## config.mk

```make
export PLATFORM = sky130hd
export DESIGN_NAME = spi_sd_command_sequencer
export DESIGN_NICKNAME = d
export VERILOG_FILES = /design/src/rtl/spi_sd_command_sequencer.sv
export SDC_FILE = /design/constraint.sdc
export NUM_CORES = 1
export LEC_CHECK = 0
export BUFFER_PORTS_ARGS = -buffer_cell sky130_fd_sc_hd__buf_4
export CAP_MARGIN = 20
export CORE_MARGIN = 4
export CORE_UTILIZATION = 30
export CTS_CLUSTER_SIZE = 30
export DETAILED_ROUTE_END_ITERATION = 7
export GPL_ROUTABILITY_DRIVEN = 0
export PLACE_DENSITY = 0.57
export RECOVER_POWER = 25
export SETUP_SLACK_MARGIN = 0.15
export SYNTH_ARGS = -nofsm -noshare
export SYNTH_HDL_FRONTEND = slang
export SYNTH_SLANG_ARGS = --single-unit
export TNS_END_PERCENT = 50
```

## constraint.sdc

```tcl
create_clock -name clock -period 7.2 [get_ports clock]
set_input_delay 1.8 -clock clock [delete_from_list [all_inputs] [get_ports clock]]
set_output_delay 1.8 -clock clock [all_outputs]
set_load 0.01 [all_outputs]
```

## src/rtl/spi_sd_command_sequencer.sv

```systemverilog
// SD-card SPI-mode command sequencer: detects received command frames, runs the card
// initialisation state machine and streams R1/R3/R7 response bytes over valid/ready.
module spi_sd_command_sequencer #(
   parameter logic [31:0] OCR          = 32'hC0FF8000,
   parameter int          ACMD41_POLLS = 2
) (
   input  logic        clock,
   input  logic        reset,
   input  logic [5:0]  io_Command,
   input  logic [31:0] io_CommandArgument,
   input  logic        io_ReadSuccess,
   output logic        io_Response_valid,
   output logic [7:0]  io_Response_bits,
   input  logic        io_Response_ready,
   output logic        io_Busy,
   input  logic [1:0]  io_Avalon_address,
   input  logic        io_Avalon_read,
   output logic [63:0] io_Avalon_readdata,
   output logic        io_Avalon_waitrequest
);

   localparam logic [1:0]  ST_INACTIVE = 2'd0;
   localparam logic [1:0]  ST_IDLE     = 2'd1;
   localparam logic [1:0]  ST_READY    = 2'd2;
   localparam logic [0:0]  FSM_WAIT    = 1'b0;
   localparam logic [0:0]  FSM_SEND    = 1'b1;
   localparam logic [15:0] POLL_RELOAD = 16'(ACMD41_POLLS);

   logic        r_hist;
   logic [1:0]  r_card_state;
   logic        r_app;
   logic [15:0] r_poll_cnt;
   logic [0:0]  r_fsm;
   logic [7:0]  r_buf [0:4];
   logic [2:0]  r_len;
   logic [2:0]  r_idx;
   logic        r_valid;
   logic [7:0]  r_bits;
   logic        r_busy;
   logic [15:0] r_cmd_cnt;
   logic [15:0] r_drop_cnt;
   logic [5:0]  r_last_cmd;
   logic [31:0] r_last_arg;

   logic        w_new_frame;
   logic        w_idle;
   logic [15:0] w_poll_dec;
   logic        w_accept;
   logic [1:0]  w_next_state;
   logic        w_next_app;
   logic [15:0] w_next_poll;
   logic [7:0]  w_buf [0:4];
   logic [2:0]  w_len;

   assign w_new_frame = io_ReadSuccess & ~r_hist;
   assign w_idle      = (r_card_state != ST_READY);
   assign w_poll_dec  = r_poll_cnt - 16'd1;

   // Command decode: next card state, flags and the response bytes for the current frame
   always_comb begin
      w_accept     = 1'b0;
      w_next_state = r_card_state;
      w_next_app   = 1'b0;
      w_next_poll  = r_poll_cnt;
      w_len        = 3'd1;
      for (int i = 0; i < 5; i++) begin
         w_buf[i] = 8'h00;
      end
      // Until CMD0 arrives the card stays silent for every other command
      if ((r_card_state == ST_INACTIVE) && (io_Command != 6'd0)) begin
         w_accept = 1'b0;
      end else begin
         w_accept = 1'b1;
         case (io_Command)
            6'd0: begin
               w_next_state = ST_IDLE;
               w_next_poll  = POLL_RELOAD;
               w_buf[0]     = 8'h01;
            end
            6'd8: begin
               w_buf[0] = {7'b0, w_idle};
               w_buf[3] = {4'h0, io_CommandArgument[11:8]};
               w_buf[4] = io_CommandArgument[7:0];
               w_len    = 3'd5;
            end
            6'd55: begin
               w_next_app = 1'b1;
               w_buf[0]   = {7'b0, w_idle};
            end
            6'd41: begin
               if (r_app) begin
                  if (r_card_state == ST_IDLE) begin
                     w_next_poll = w_poll_dec;
                     if (w_poll_dec == 16'd0) begin
                        w_next_state = ST_READY;
                     end else begin
                        w_next_state = ST_IDLE;
                     end
                  end else begin
                     w_next_poll = r_poll_cnt;
                  end
                  w_buf[0] = {7'b0, (w_next_state != ST_READY)};
               end else begin
                  w_buf[0] = {5'b0, 1'b1, 1'b0, w_idle};
               end
            end
            6'd58: begin
               w_buf[0] = {7'b0, w_idle};
               w_buf[1] = {(r_card_state == ST_READY), OCR[30:24]};
               w_buf[2] = OCR[23:16];
               w_buf[3] = OCR[15:8];
               w_buf[4] = OCR[7:0];
               w_len    = 3'd5;
            end
            default: begin
               w_buf[0] = {5'b0, 1'b1, 1'b0, w_idle};
            end
         endcase
      end
   end

   // Frame capture, card state update and response byte streaming
   always_ff @(posedge clock) begin
      if (reset) begin
         r_hist       <= 1'b1;
         r_card_state <= ST_INACTIVE;
         r_app        <= 1'b0;
         r_poll_cnt   <= POLL_RELOAD;
         r_fsm        <= FSM_WAIT;
         for (int i = 0; i < 5; i++) begin
            r_buf[i] <= 8'h00;
         end
         r_len        <= 3'd0;
         r_idx        <= 3'd0;
         r_valid      <= 1'b0;
         r_bits       <= 8'h00;
         r_busy       <= 1'b0;
         r_cmd_cnt    <= 16'd0;
         r_drop_cnt   <= 16'd0;
         r_last_cmd   <= 6'd0;
         r_last_arg   <= 32'd0;
      end else begin
         r_hist <= io_ReadSuccess;
         case (r_fsm)
            FSM_WAIT: begin
               if (w_new_frame) begin
                  r_last_cmd <= io_Command;
                  r_last_arg <= io_CommandArgument;
                  if (w_accept) begin
                     r_card_state <= w_next_state;
                     r_app        <= w_next_app;
                     r_poll_cnt   <= w_next_poll;
                     for (int i = 0; i < 5; i++) begin
                        r_buf[i] <= w_buf[i];
                     end
                     r_len     <= w_len;
                     r_idx     <= 3'd0;
                     r_valid   <= 1'b1;
                     r_bits    <= w_buf[0];
                     r_busy    <= 1'b1;
                     r_fsm     <= FSM_SEND;
                     r_cmd_cnt <= r_cmd_cnt + 16'd1;
                  end
               end
            end
            FSM_SEND: begin
               if (w_new_frame) begin
                  r_drop_cnt <= r_drop_cnt + 16'd1;
               end
               if (r_valid && io_Response_ready) begin
                  if (r_idx == (r_len - 3'd1)) begin
                     r_valid <= 1'b0;
                     r_busy  <= 1'b0;
                     r_bits  <= 8'h00;
                     r_fsm   <= FSM_WAIT;
                  end else begin
                     r_idx  <= r_idx + 3'd1;
                     r_bits <= r_buf[r_idx + 3'd1];
                  end
               end
            end
            default: begin
               r_fsm <= FSM_WAIT;
            end
         endcase
      end
   end

   assign io_Response_valid     = r_valid;
   assign io_Response_bits      = r_bits;
   assign io_Busy               = r_busy;
   assign io_Avalon_waitrequest = 1'b0;

   // Debug CSR read window
   always_comb begin
      io_Avalon_readdata = 64'd0;
      if (io_Avalon_read) begin
         case (io_Avalon_address)
            2'd0:    io_Avalon_readdata = {56'd0, 6'd0, r_card_state};
            2'd1:    io_Avalon_readdata = {32'd0, r_drop_cnt, r_cmd_cnt};
            2'd2:    io_Avalon_readdata = {26'd0, r_last_cmd, r_last_arg};
            2'd3:    io_Avalon_readdata = {32'd0, OCR};
            default: io_Avalon_readdata = 64'd0;
         endcase
      end else begin
         io_Avalon_readdata = 64'd0;
      end
   end

endmodule

```

[After elaboration in Yosys (flattened, before gate mapping)]
Memories as Yosys holds them, arrays and structs flattened.
Index checks and enable logic that the tools add are counted.
Storage, ports and cells
  bits in writable memories: 40
  input port bits: 45
  memories kept: 1
  bits in registers: 106
Memories
  r_buf: words 5, width 8, rd ports 1, clocked after Yosys merged registers in 0, wr ports 5, RTL line 34  | logic [7:0] r_buf [0:4];
Cells by class
  equal/unequal tests: 19
  bitwise gates (word level): 9
  reductions and logical operators: 18
  mux-type cells: 49
  add/sub/neg operators: 5
Operator list (number)
  one-hot mux 64 bit (4 select lines): 1
  two-way mux 8 bit: 9
  two-way mux 64 bit: 1
  one-hot mux 16 bit (2 select lines): 2
  two-way mux 16 bit: 3
  two-way mux 40 bit: 1
  adder 16 x 1 -> 16 bit, second input constant: 2
  one-hot mux 8 bit (3 select lines): 1
  equality test 6 bit, second input constant: 3
  two-way mux 3 bit: 6
  logical NOT 16 bit: 1
  one-hot mux 8 bit (2 select lines): 1
  subtractor 16 x 1 -> 16 bit, second input constant: 1
  two-way mux 1 bit: 14
  != test 2 bit, second input constant: 7
  two-way mux 2 bit: 6
  AND reduction 4 bit: 2
  equality test 2 bit, second input constant: 3
  equality test 6 x 4 -> 1 bit, second input constant: 1
  logical NOT 6 bit: 1
  one-hot mux 3 bit (2 select lines): 1
  AND reduction 3 bit: 2
  AND reduction 6 bit: 1
  nonzero test 6 bit: 1
  17 further kinds: 29

[Logic depth before layout (Yosys ltp)]
Gate-level depths: netlist (run 1).
  depth after elaboration: 14
  mapped depth: 8
  depth with buffers taken out: 8

[Worst setup path before layout (run 1)]
OpenSTA, ideal clock, no wires.
  kind: input port to output port
  from: input port io_Avalon_address[1]
  to: output port io_Avalon_readdata[10]
  data arrival time: 3.013 ns
  data required time: 5.400 ns
  setup slack: 2.387 ns
  cell stages on the path: 6
  cell sequence: clkbuf_1 nor2b_1 clkbuf_1 clkbuf_1 a22oi_1 nor2b_1
Between the ends
  cells in the longest elaborated chain, start to end: 3
  elaborated cells between the ends (all ways): 6
  those cells by class: 3 x eq/ne; 2 x mux; 1 x reduce/logical
RTL lines
  start, declared: RTL line 16  | input logic [1:0] io_Avalon_address,
  equality test 2 bit (tied with other cells): RTL line 198  | case (io_Avalon_address)
  one-hot mux 64 bit (4 select lines) *: RTL line 198
  two-way mux 64 bit *: RTL line 197  | if (io_Avalon_read) begin
  end, declared: RTL line 18  | output logic [63:0] io_Avalon_readdata,
Every way passes the cells marked *; elsewhere a longest branch is shown, timed or not. The select of a mux whose other input is x is not followed.

==> results of run 1 <==
[synthesized netlist by cell type, types with 2 or more instances]
cell	n
sky130_fd_sc_hd__a211o_1	2
sky130_fd_sc_hd__a21boi_0	11
sky130_fd_sc_hd__nand2_1	127
sky130_fd_sc_hd__and3b_1	3
sky130_fd_sc_hd__o21ai_0	29
sky130_fd_sc_hd__nand4_1	8
sky130_fd_sc_hd__nand3_1	14
sky130_fd_sc_hd__dfxtp_1	105
sky130_fd_sc_hd__a21oi_1	78
sky130_fd_sc_hd__a211oi_1	10
sky130_fd_sc_hd__mux2i_1	5
sky130_fd_sc_hd__inv_1	9
sky130_fd_sc_hd__edfxtp_1	17
sky130_fd_sc_hd__and4_1	4
sky130_fd_sc_hd__o22ai_1	2
sky130_fd_sc_hd__or3_1	9
sky130_fd_sc_hd__buf_4	28
sky130_fd_sc_hd__nor4_1	9
sky130_fd_sc_hd__nor2_1	70
sky130_fd_sc_hd__mux2_2	2
sky130_fd_sc_hd__clkbuf_1	42
sky130_fd_sc_hd__nand3b_1	3
sky130_fd_sc_hd__xnor2_1	15
sky130_fd_sc_hd__o21a_1	3
sky130_fd_sc_hd__ha_1	5
sky130_fd_sc_hd__and3_1	13
sky130_fd_sc_hd__a22oi_1	24
sky130_fd_sc_hd__nand4b_1	4
sky130_fd_sc_hd__a221oi_1	3
sky130_fd_sc_hd__nor3b_1	3
sky130_fd_sc_hd__a31oi_1	3
sky130_fd_sc_hd__and2_1	16
sky130_fd_sc_hd__nor3_1	20
sky130_fd_sc_hd__nand2b_1	3
sky130_fd_sc_hd__or2_2	4
sky130_fd_sc_hd__nor2b_1	24
sky130_fd_sc_hd__xor2_1	19
[stage by stage]
| step | instance area [µm²] | power, µW | instances |
|---|---|---|---|
| final | 7530 | 1660 | 1120 |
| after global routing | 7530 | 1720 | 1120 |
| after CTS | 7580 | 1680 | 1120 |
| after detailed placement | 6980 | 813 | 1088 |
| after global placement | 6980 | 813 | 1088 |
| after floorplan | 6280 | 780 | 792 |
[flip-flops by register name, summed over array words and instances, names as in the netlist]
signal / flops
io_Busy: 1
io_Response_bits: 8
r_app: 1
r_buf: 17
r_card_state: 2
r_cmd_cnt: 16
r_drop_cnt: 16
r_fsm: 1
r_hist: 1
r_idx: 3
r_last_arg: 32
r_last_cmd: 6
r_len: 2
r_poll_cnt: 16
[area by class of cell]
class / instances / share of cell area, %
clock buffers: 20 / 5.93
clock inverters: 12 / 1.99
inverters: 9 / 0.448
multi-input cells: 589 / 43.3
flip-flops and latches: 122 / 34.7
well taps: 270 / 4.48
repair buffers: 98 / 9.17
[tightest hold or removal path, stage by stage, from the launching register on]
cell	delay, ns
sky130_fd_sc_hd__dfxtp_1	0.30
sky130_fd_sc_hd__nand2_1	0.05
sky130_fd_sc_hd__a21oi_1	0.05
[worst max path at each step]
stage               cells after the start                  from                      endpoint  slack, ns
global placement                        5  io_Avalon_address[1]         io_Avalon_readdata[8]       1.96
global route                            4                 reset  r_card_state[0]$_SDFFE_PP0P_       1.12
floorplan                               6  io_Avalon_address[1]        io_Avalon_readdata[10]       2.39
finish                                  4                 reset  r_card_state[0]$_SDFFE_PP0P_       1.65
detailed placement                      5  io_Avalon_address[1]        io_Avalon_readdata[27]       1.91
CTS                                     5  io_Avalon_address[1]        io_Avalon_readdata[27]       1.90
[power groups by stage]
stage                     sequential, µW  clock (µW)  combinational [µW]
after detailed placement             722           0                91.7
final                                707         861                90.6
after CTS                            707         882                92.1
after global placement               722           0                90.9
after floorplan                      719           0                61.0
after global routing                 708         912                 101
[layer usage]
metal	up-vias	GRT usage [%]	wire length, µm
li1	2753	-	-
met1	2510	19.7	8020
met2	136	21.0	7220
met3	16	4.13	1040
met4	0	4.04	154
met5	-	0	0
[cells in the final DEF (no fill, tap or decap), types with 10 or more instances in the layout]
master / n
sky130_fd_sc_hd__nand2_1: 127
sky130_fd_sc_hd__a21oi_1: 78
sky130_fd_sc_hd__nor2b_1: 23
sky130_fd_sc_hd__a211oi_1: 10
sky130_fd_sc_hd__nand3_1: 14
sky130_fd_sc_hd__a22oi_1: 24
sky130_fd_sc_hd__o21ai_0: 29
sky130_fd_sc_hd__edfxtp_1: 17
sky130_fd_sc_hd__clkbuf_1: 14
sky130_fd_sc_hd__a21boi_0: 11
sky130_fd_sc_hd__nor3_1: 20
sky130_fd_sc_hd__conb_1: 27
sky130_fd_sc_hd__xor2_1: 19
sky130_fd_sc_hd__xnor2_1: 15
sky130_fd_sc_hd__and2_1: 16
sky130_fd_sc_hd__buf_4: 86
sky130_fd_sc_hd__dfxtp_1: 105
sky130_fd_sc_hd__nor2_1: 70
sky130_fd_sc_hd__clkbuf_16: 17
sky130_fd_sc_hd__and3_1: 13
[logic make-up after synthesis]
group	count (synthesis)	synth area share, %
buffers and inverters	81	6.73
AND/OR/NAND/NOR	341	26.8
multiplexers	7	1.17
AO/OA/AOI/OAI	175	17.2
XOR/XNOR	34	4.81
flip-flops	122	42.2
other	1	0.0606
adder cells (fa/ha/maj)	5	1.01
==> run summary, run 1 <==
RUN STATUS
---------------------------------------------------------------------------------------
Outcome .................................................................. complete, but fails checks
Failing checks ........................................................... max-capacitance violations, max-slew violations

YOSYS
---------------------------------------------------------------------------------------
Avg Synthesized Cell Area ................................................     8.08 µm²
Gate Count Post-Synth ....................................................          766
Sequential area share after synthesis ....................................        42.2%
Total number of yosys warnings ...........................................            0
Ranking of synthesized cells by area ..................................... sky130_fd_sc_hd__dfxtp_1 34%, sky130_fd_sc_hd__edfxtp_1 8.3%, sky130_fd_sc_hd__nand2_1 7.7%
Cell type contributing the most total cell area after synthesis .......... sky130_fd_sc_hd__dfxtp_1
Post-synth cell types ....................................................           57
Post-synthesis sequential element count ..................................          122
Number of enable-type register cells in the synthesized netlist ..........           17
Share of synthesized flip-flops with an asynchronous set or reset ........           0%
Flip-flop cell with the highest count after synthesis .................... sky130_fd_sc_hd__dfxtp_1
Netlist area before placement ............................................     6190 µm²
Share of Yosys cell area claimed by the top area cell type ...............        34.0%

WORST SETUP PATH
---------------------------------------------------------------------------------------
CP Data Arrival Time .....................................................      5.85 ns
Delay of the slowest critical-path stage .................................      2.55 ns
Category of the worst setup path launch point ............................   input port
Kind of cell adding the most delay to the critical path .................. buffers and inverters
Reg2reg path depth .......................................................            8
Crit path max fanout .....................................................           77
Data required time at the worst endpoint .................................      7.50 ns
CP Class ................................................................. input port to flip-flop
Worst Path Buf+Inv .......................................................            2
Worst setup slack for register-to-register paths .........................      3.99 ns
Reg-to-reg endpoint ...................................................... r_card_state[1]$_SDFFE_PP0P_
Reg-to-reg critical path startpoint ...................................... r_poll_cnt[0]$_SDFFE_PP0P_
Cell with the biggest individual delay on the critical path .............. sky130_fd_sc_hd__clkbuf_1
Most frequent CP cell .................................................... sky130_fd_sc_hd__clkbuf_1
Critical Path Sink Type ..................................................    flip-flop
Cell breakdown of the critical path ...................................... clkbuf_1 > clkbuf_1 > nor2_1 > o21a_1

FLOORPLAN
---------------------------------------------------------------------------------------
Effective utilization at floorplan .......................................        30.6%
Boundary Pins ............................................................          120
Floorplan core area ......................................................    20200 µm²
Area of the die ..........................................................    23000 µm²
Number of standard-cell rows in the floorplan ............................           52
Die height ...............................................................       152 µm
X dimension of the die ...................................................       152 µm

POWER
---------------------------------------------------------------------------------------
Switching share of power .................................................        22.5%
Leakage power summed over all cells ......................................   0.00277 µW
Share of total power in combinational logic ..............................         5.5%
Clock power share ........................................................        51.9%
Switching power of the nets ..............................................       373 µW
Max VDD drop .............................................................       162 µV
Relative contribution of sequential cells to total power .................        42.6%
Pwr dens .................................................................   220 nW/µm²
Cell-internal power ......................................................      1290 µW

TIMING
---------------------------------------------------------------------------------------
Worst clock skew .........................................................   0.00687 ns
Max-slew headroom at the worst pin .......................................        -133%
Final total negative setup slack .........................................         0 ns
Number of endpoints failing setup at the final stage .....................            0
Worst slew pin tran ......................................................      3.50 ns
Setup repair after global routing missed its margin ......................        false
Timing-limited maximum frequency .........................................      180 MHz
Final min period .........................................................      5.55 ns
Number of failing hold endpoints at the final stage ......................            0
Total count of max-transition violations in the final report .............          114
Fraction of the cycle the final worst path needs .........................        77.1%
Fin worst setup slack ....................................................      1.65 ns
Minimum hold slack .......................................................     0.451 ns

CLOCKING
---------------------------------------------------------------------------------------
Worst-skew pair later-pin latency ........................................      0.41 ns
Number of clock buffers inserted by TritonCTS ............................           17
Post-cts sizing count ....................................................            0
Setup Fix Bufs, Post-CTS .................................................            0
Clk sink count ...........................................................          122
Max clock buf depth ......................................................            2
Clock-pin slew of the registers on the worst-case setup and hold paths ...      0.06 ns
Clock tree from TritonCTS ................................................          yes
Number of buffers inserted for hold repair after clock tree synthesis ....            0
Cell at the root of the clock tree ....................................... sky130_fd_sc_hd__clkbuf_16
Number of H-tree levels ..................................................            4

RUN
---------------------------------------------------------------------------------------
Max Cap Viol .............................................................            2

LAYOUT
---------------------------------------------------------------------------------------
Area grow syn2layout .....................................................        21.8%
Final net count ..........................................................          887
Layout cell share with drive strength beyond 1 ...........................        15.1%
Multi-input logic area ...................................................     3260 µm²
Antenna fix cells ........................................................            0
Final core occ ...........................................................        37.2%
Sequential cell area .....................................................     2610 µm²
Count of filler cells inserted in the layout .............................         2122

DRT
---------------------------------------------------------------------------------------
Wire length per cell after detailed routing ..............................      14.7 µm
Routed via count .........................................................         5415
Number of nets with antenna violations after detailed routing ............            0
DRT Wirelength ...........................................................     16400 µm
Number of violations reported at the end of detailed-routing iteration 0 .          260
Number of vias per cell after detailed routing ...........................         4.83
DRC violation count after routing ........................................            0
Detailed-routing iteration count for the pre-antenna-repair pass .........            7

GLOBAL ROUTING
---------------------------------------------------------------------------------------
First-pass GRT wire length ...............................................     25600 µm
Pin count of the biggest net entering global routing .....................           78
Number of global-route vias before repair ................................         4995
Total grt overflow .......................................................            0
Number of antenna violations at the first check in global routing ........            0
GRT Overall Usage ........................................................        14.1%

HOLD PATH
---------------------------------------------------------------------------------------
Class of the most critical hold timing path .............................. flip-flop to flip-flop
Hold Crit Start .......................................................... r_last_cmd[1]$_SDFFE_PP0P_
Hold Path Stages .........................................................            2
End point of the worst hold path ......................................... r_last_cmd[1]$_SDFFE_PP0P_

PLACE
---------------------------------------------------------------------------------------
Half-perimeter wire length after placement ...............................     11100 µm
# port buffers ...........................................................           92
Setup Slack @ Placement ..................................................      1.91 ns

Power figures use the tool's default switching activity.
==> run 2, diff against run 1 <==
- PLACE_DENSITY: 0.57 -> 0.58
- clock period: 7.2 -> 4.6 ns (I/O delays scaled with it)
==> run summary, run 2 (synthesized netlist as in run 1, its figures left out) <==
WORST SETUP PATH
---------------------------------------------------------------------------------------
Cell breakdown of the critical path ...................................... buf_4 > nor2b_2 > buf_4 > a22oi_1 > nor2b_1 > buf_4
Crit path max fanout .....................................................           26   -66%
Kind of cell adding the most delay to the critical path .................. simple AND/OR/NAND/NOR gates
Category of the worst setup path launch point ............................   input port
Data required time at the worst endpoint .................................      3.45 ns   -4.05 ns
Worst Path Buf+Inv .......................................................            3   +1
Reg-to-reg endpoint ...................................................... io_Response_bits[0]$_SDFFE_PP0P_
Critical Path Sink Type ..................................................   output pin
Delay of the slowest critical-path stage .................................      0.57 ns   -1.98 ns
CP Data Arrival Time .....................................................      2.69 ns   -3.16 ns
Most frequent CP cell .................................................... sky130_fd_sc_hd__buf_4
Cell with the biggest individual delay on the critical path .............. sky130_fd_sc_hd__nor2b_2
Worst setup slack for register-to-register paths .........................      1.33 ns   -2.66 ns
CP Class ................................................................. input port to output pin
Reg-to-reg critical path startpoint ...................................... r_poll_cnt[0]$_SDFFE_PP0P_
Reg2reg path depth .......................................................            8   unchanged

CLOCKING
---------------------------------------------------------------------------------------
Cell at the root of the clock tree ....................................... sky130_fd_sc_hd__clkbuf_16
Post-cts sizing count ....................................................            0   unchanged
Clock tree from TritonCTS ................................................          yes
Clock-pin slew of the registers on the worst-case setup and hold paths ...      0.06 ns   about the same
Setup Fix Bufs, Post-CTS .................................................            0   unchanged
Number of buffers inserted for hold repair after clock tree synthesis ....            0   unchanged
Max clock buf depth ......................................................            2   unchanged
Clk sink count ...........................................................          122   unchanged
Number of H-tree levels ..................................................            4   unchanged
Number of clock buffers inserted by TritonCTS ............................           17   unchanged
Worst-skew pair later-pin latency ........................................      0.41 ns   about the same

TIMING
---------------------------------------------------------------------------------------
Final min period .........................................................      3.84 ns
Worst slew pin tran ......................................................      2.90 ns   -0.601 ns
Total count of max-transition violations in the final report .............           64   -44%
Final total negative setup slack .........................................         0 ns   unchanged
Number of failing hold endpoints at the final stage ......................            0   unchanged
Fraction of the cycle the final worst path needs .........................        83.4%
Setup repair after global routing missed its margin ......................        false
Number of endpoints failing setup at the final stage .....................            0   unchanged
Max-slew headroom at the worst pin .......................................       -93.0%   +40 points
Timing-limited maximum frequency .........................................      261 MHz
Worst clock skew .........................................................    0.0133 ns   +0.00643 ns

LAYOUT
---------------------------------------------------------------------------------------
Most frequent cells in the layout ........................................ 127 x sky130_fd_sc_hd__nand2_1, 105 x sky130_fd_sc_hd__dfxtp_1, 90 x sky130_fd_sc_hd__buf_4
Register bank with the most flops ........................................   r_last_arg
Most common cell after layout, fill and taps aside ....................... sky130_fd_sc_hd__nand2_1
Antenna fix cells ........................................................            0   unchanged
Layout cell share with drive strength beyond 1 ...........................        15.5%   +0.42 points
Top flop regs ............................................................ r_last_arg x32, r_buf x17
Count of filler cells inserted in the layout .............................         2121   -0.047%
Area grow syn2layout .....................................................        22.7%
Flip-flop count of the largest register after layout .....................           32   unchanged
Final instance area ......................................................     7590 µm²   +0.75%
Final net count ..........................................................          891   +0.45%

POWER
---------------------------------------------------------------------------------------
Pwr dens .................................................................   348 nW/µm²   +58%
Max VDD drop .............................................................       272 µV   +69%
Leakage power summed over all cells ......................................   0.00282 µW   +1.7%

FLOORPLAN
---------------------------------------------------------------------------------------
Floorplan core area ......................................................    20200 µm²   unchanged
Die height ...............................................................       152 µm   unchanged
Boundary Pins ............................................................          120   unchanged
Effective utilization at floorplan .......................................        30.6%   unchanged
X dimension of the die ...................................................       152 µm   unchanged
Area of the die ..........................................................    23000 µm²   unchanged
Number of standard-cell rows in the floorplan ............................           52   unchanged

GLOBAL ROUTING
---------------------------------------------------------------------------------------
GRT Overall Usage ........................................................        14.5%   +0.39 points
Pin count of the biggest net entering global routing .....................           64   -18%
Total grt overflow .......................................................            0   unchanged
Number of antenna violations at the first check in global routing ........            0   unchanged
First-pass GRT wire length ...............................................     26400 µm   +2.8%
Number of global-route vias before repair ................................         5164   +3.4%

DRT
---------------------------------------------------------------------------------------
DRT Wirelength ...........................................................     16400 µm   -0.47%
Number of violations reported at the end of detailed-routing iteration 0 .          229   -12%
WL met2 ..................................................................      7270 µm   +0.75%
Routed via count .........................................................         5413   -0.037%
Uppermost routed layer ...................................................         met4
Detailed-routing iteration count for the pre-antenna-repair pass .........            4   -3
Wire length the detailed router placed on met1 ...........................      7840 µm   -2.2%
Number of vias per cell after detailed routing ...........................         4.82   -0.30%
Number of nets with antenna violations after detailed routing ............            0   unchanged
Wire length per cell after detailed routing ..............................      14.6 µm   -0.74%
Detail Route met3 WL .....................................................      1060 µm   +1.7%
DRC violation count after routing ........................................            0   unchanged

PLACE
---------------------------------------------------------------------------------------
# port buffers ...........................................................           92   unchanged
Half-perimeter wire length after placement ...............................     11200 µm   +0.92%
Placed cell areas ........................................................     7020 µm²   +0.48%

HOLD PATH
---------------------------------------------------------------------------------------
Hold Path Stages .........................................................            2   unchanged
Hold Crit Start .......................................................... r_last_cmd[1]$_SDFFE_PP0P_
End point of the worst hold path ......................................... r_last_cmd[1]$_SDFFE_PP0P_
Class of the most critical hold timing path .............................. flip-flop to flip-flop

RUN STATUS
---------------------------------------------------------------------------------------
Outcome .................................................................. complete, but fails checks
Failing checks ........................................................... max-capacitance violations, max-slew violations

RUN
---------------------------------------------------------------------------------------
Max Cap Viol .............................................................            1   -1

## run 2: through the flow
| step | std cells | setup slack [ns] | utilization (%) | hold slack [ns] | power [µW] |
|---|---|---|---|---|---|
| final | 1123 | 0.764 | 37.5 | 0.450 | 2640 |
| after global routing | 1123 | 0.436 | 37.5 | 0.473 | 2730 |
| after detailed placement | 1092 | 0.787 | 34.7 | 0.443 | 1270 |
| after floorplan | 792 | 1.09 | - | 0.425 | 1220 |
| after CTS | 1123 | 0.771 | 37.7 | 0.452 | 2670 |
| after global placement | 1091 | 0.809 | 34.6 | 0.439 | 1270 |
## run 2: cell type report
type	instances	area (µm²)	area share, %
clock buffers	25	507	6.68
flip-flops and latches	122	2610	34.4
repair buffers	102	728	9.59
inverters	9	33.8	0.445
well taps	270	338	4.45
clock inverters	6	109	1.43
multi-input cells	589	3260	43.0
## run 2: where the power goes
| group | internal [µW] | switching [µW] |
|---|---|---|
| clock | 925 | 465 |
| combinational | 54.5 | 88.9 |
| sequential | 1100 | 8.93 |
| total | 2080 | 562 |
## run 2: per-layer routing
layer / GRT usage (%) / vias up
met1: 20.1 / 2512
met5: 0 / -
met2: 21.9 / 127
met4: 3.46 / 0
li1: - / 2762
met3: 4.58 / 12
## run 2: worst max-delay path by stage
stage                                    start                   endpoint  slack [ns]  depth (start not counted)
after floorplan           io_Avalon_address[1]     io_Avalon_readdata[10]        1.09                          6
after global placement    io_Avalon_address[1]     io_Avalon_readdata[28]        0.81                          6
after detailed placement  io_Avalon_address[1]     io_Avalon_readdata[26]        0.79                          6
after CTS                 io_Avalon_address[1]     io_Avalon_readdata[26]        0.77                          6
after global routing                     reset  r_buf[3][0]$_SDFFCE_PP0P_        0.44                          4
final                     io_Avalon_address[1]     io_Avalon_readdata[27]        0.76                          6
## run 2: worst register-to-register path, delay by kind of cell, from the launching register on
kind                     cells  cell delay (ns)
AND/OR/NAND/NOR              3             1.50
AO/OA/AOI/OAI                3             0.77
flip-flops                   1             0.36
adder cells (fa/ha/maj)      1             0.30
buffers and inverters        1             0.09
==> run 3, diff against run 2 <==
- clock period: 4.6 -> 3.4 ns (I/O delays scaled with it)
==> run summary, run 3 (synthesized netlist as in run 1, its figures left out) <==
CLOCKING
---------------------------------------------------------------------------------------
Clock-pin slew of the registers on the worst-case setup and hold paths ...      0.06 ns   about the same
Number of H-tree levels ..................................................            4   unchanged
Max clock buf depth ......................................................            2   unchanged
Worst-skew pair later-pin latency ........................................      0.41 ns   about the same
Cell at the root of the clock tree ....................................... sky130_fd_sc_hd__clkbuf_16
Clock tree from TritonCTS ................................................          yes
Number of clock buffers inserted by TritonCTS ............................           17   unchanged
Clk sink count ...........................................................          122   unchanged

TIMING
---------------------------------------------------------------------------------------
Max-slew headroom at the worst pin .......................................       -26.8%   +66 points
Final min period .........................................................      3.11 ns
Number of failing hold endpoints at the final stage ......................            0   unchanged
Fraction of the cycle the final worst path needs .........................        91.5%
Setup repair after global routing missed its margin ......................        false
Number of endpoints failing setup at the final stage .....................            0   unchanged
Worst clock skew .........................................................   0.00976 ns   -0.00354 ns
Total count of max-transition violations in the final report .............           78   +22%
Worst slew pin tran ......................................................      1.90 ns   -0.993 ns
Final total negative setup slack .........................................         0 ns   unchanged
Timing-limited maximum frequency .........................................      321 MHz

FLOORPLAN
---------------------------------------------------------------------------------------
X dimension of the die ...................................................       152 µm   unchanged
Number of standard-cell rows in the floorplan ............................           52   unchanged
Boundary Pins ............................................................          120   unchanged
Floorplan core area ......................................................    20200 µm²   unchanged
Area of the die ..........................................................    23000 µm²   unchanged
Effective utilization at floorplan .......................................        30.6%   unchanged
Die height ...............................................................       152 µm   unchanged

WORST SETUP PATH
---------------------------------------------------------------------------------------
Worst setup slack for register-to-register paths .........................      0.29 ns   -1.04 ns
Worst Path Buf+Inv .......................................................            1   -2
CP Class ................................................................. flip-flop to flip-flop
Data required time at the worst endpoint .................................      3.71 ns   +0.26 ns
Kind of cell adding the most delay to the critical path .................. simple AND/OR/NAND/NOR gates
Reg-to-reg endpoint ...................................................... r_card_state[1]$_SDFFE_PP0P_
Crit path max fanout .....................................................            7   -73%
Cell with the biggest individual delay on the critical path .............. sky130_fd_sc_hd__or4b_4
Delay of the slowest critical-path stage .................................      0.50 ns   -0.07 ns
Reg-to-reg critical path startpoint ...................................... r_poll_cnt[0]$_SDFFE_PP0P_
Category of the worst setup path launch point ............................    flip-flop
Cell breakdown of the critical path ...................................... inv_1 > ha_2 > or4b_4 > or4b_1 > a311o_1 > a2111o_1 > or4_4 > a211oi_2
Critical Path Sink Type ..................................................    flip-flop
Reg2reg path depth .......................................................            8   unchanged
CP Data Arrival Time .....................................................      3.42 ns   +0.73 ns

RUN STATUS
---------------------------------------------------------------------------------------
Outcome .................................................................. complete, but fails checks
Failing checks ........................................................... max-capacitance violations, max-slew violations

DRT
---------------------------------------------------------------------------------------
Number of violations reported at the end of detailed-routing iteration 0 .          305   +33%
DRT Wirelength ...........................................................     16100 µm   -1.5%
DRC violation count after routing ........................................            0   unchanged
Routed via count .........................................................         5482   +1.3%
Wire length per cell after detailed routing ..............................      14.2 µm   -2.4%
Detailed-routing iteration count for the pre-antenna-repair pass .........            5   +1
Number of nets with antenna violations after detailed routing ............            0   unchanged
Number of vias per cell after detailed routing ...........................         4.84   +0.38%

POWER
---------------------------------------------------------------------------------------
Leakage power summed over all cells ......................................   0.00286 µW   +1.4%
Max VDD drop .............................................................       330 µV   +21%
Pwr dens .................................................................   464 nW/µm²   +34%
Design Power .............................................................      3550 µW   +35%

GLOBAL ROUTING
---------------------------------------------------------------------------------------
Total grt overflow .......................................................            0   unchanged
Number of antenna violations at the first check in global routing ........            0   unchanged
First-pass GRT wire length ...............................................     25500 µm   -3.4%
Number of global-route vias before repair ................................         4923   -4.7%
Pin count of the biggest net entering global routing .....................           43   -33%
GRT Overall Usage ........................................................        14.0%   -0.50 points

LAYOUT
---------------------------------------------------------------------------------------
Register bank with the most flops ........................................   r_last_arg
Flip-flop count of the largest register after layout .....................           32   unchanged
Top flop regs ............................................................ r_last_arg x32, r_buf x17
Antenna fix cells ........................................................            0   unchanged
Most common cell after layout, fill and taps aside ....................... sky130_fd_sc_hd__nand2_1
Area grow syn2layout .....................................................        23.6%
Layout cell share with drive strength beyond 1 ...........................        16.7%   +1.2 points
Most frequent cells in the layout ........................................ 127 x sky130_fd_sc_hd__nand2_1, 105 x sky130_fd_sc_hd__dfxtp_1, 100 x sky130_fd_sc_hd__buf_4
Final net count ..........................................................          900   +1.0%

HOLD PATH
---------------------------------------------------------------------------------------
Hold Path Stages .........................................................            2   unchanged
End point of the worst hold path ......................................... r_last_cmd[1]$_SDFFE_PP0P_
Hold Crit Start .......................................................... r_last_cmd[1]$_SDFFE_PP0P_
Class of the most critical hold timing path .............................. flip-flop to flip-flop

PLACE
---------------------------------------------------------------------------------------
Half-perimeter wire length after placement ...............................     11300 µm   +0.77%
# port buffers ...........................................................           92   unchanged

RUN
---------------------------------------------------------------------------------------
Max Cap Viol .............................................................            2   +1

[run 3: changes by cell type in the layout (fill, tap and decap cells not counted), moves of 2 or more]
cell | previous run | this run
sky130_fd_sc_hd__clkbuf_1 | 15 | 13
sky130_fd_sc_hd__buf_4 | 90 | 100
sky130_fd_sc_hd__clkinv_4 | 0 | 3
sky130_fd_sc_hd__clkbuf_8 | 3 | 0
[run 3: power by group]
group          internal, µW  switching (µW)  total [µW]
logic                  76.9             121         198
registers              1480            11.7        1500
clock network          1190             664        1860
[run 3: cell type report]
| cell class | count | area [µm²] |
|---|---|---|
| Clock buffer | 21 | 462 |
| Multi-Input combinational cell | 589 | 3270 |
| Fill cell | 2108 | 12600 |
| Tap cell | 270 | 338 |
| Timing Repair Buffer | 111 | 793 |
| Inverter | 9 | 33.8 |
| Clock inverter | 11 | 145 |
| Sequential cell | 122 | 2610 |
[run 3: how the worst max path moves through the flow]
stage | startpoint | to | slack [ns] | cells after the start
final | r_poll_cnt[0]$_SDFFE_PP0P_ | r_card_state[1]$_SDFFE_PP0P_ | 0.29 | 8
after global routing | reset | r_buf[0][0]$_SDFFCE_PN0P_ | 0.11 | 4
after CTS | r_poll_cnt[0]$_SDFFE_PP0P_ | r_card_state[0]$_SDFFE_PP0P_ | 0.26 | 8
after detailed placement | r_poll_cnt[0]$_SDFFE_PP0P_ | r_card_state[0]$_SDFFE_PP0P_ | 0.28 | 8
after global placement | r_poll_cnt[0]$_SDFFE_PP0P_ | r_card_state[0]$_SDFFE_PP0P_ | 0.33 | 8
after floorplan | r_poll_cnt[0]$_SDFFE_PP0P_ | r_card_state[0]$_SDFFE_PP0P_ | 0.44 | 8
[run 3: worst register-to-register path, cell delays in order (launching register included)]
cell and delay, ns:
sky130_fd_sc_hd__dfxtp_1 0.35, sky130_fd_sc_hd__inv_1 0.10, sky130_fd_sc_hd__ha_2 0.24, sky130_fd_sc_hd__or4b_4 0.50, sky130_fd_sc_hd__or4b_1 0.47, sky130_fd_sc_hd__a311o_1 0.33, sky130_fd_sc_hd__a2111o_1 0.31, sky130_fd_sc_hd__or4_4 0.50
sky130_fd_sc_hd__a211oi_2 0.21
[run 3: repair_timing]
item | in CTS | in global routing
setup buffers | 0 | 0
hold buffers | 0 | 0
resized for setup | 0 | 1
endpoints found under the setup margin | 0 | 2
[run 3: per-stage QoR]
| step | hold slack, ns | instance area (µm²) | std cells | util (%) | setup slack, ns |
|---|---|---|---|---|---|
| after global routing | 0.468 | 7650 | 1133 | 37.8 | 0.113 |
| after floorplan | 0.425 | 6280 | 792 | - | 0.436 |
| final | 0.454 | 7650 | 1133 | 37.8 | 0.289 |
| after CTS | 0.455 | 7690 | 1133 | 38.0 | 0.257 |
| after detailed placement | 0.446 | 7080 | 1101 | 35.0 | 0.279 |
| after global placement | 0.438 | 7080 | 1101 | 35.0 | 0.335 |
[run 3: per-layer routing]
| metal | up-vias | global-route usage [%] | wire (µm) |
|---|---|---|---|
| li1 | 2784 | - | - |
| met2 | 150 | 20.9 | 7200 |
| met3 | 9 | 4.28 | 1020 |
| met1 | 2539 | 19.6 | 7780 |
| met5 | - | 0 | 0 |
| met4 | 0 | 3.64 | 102 |
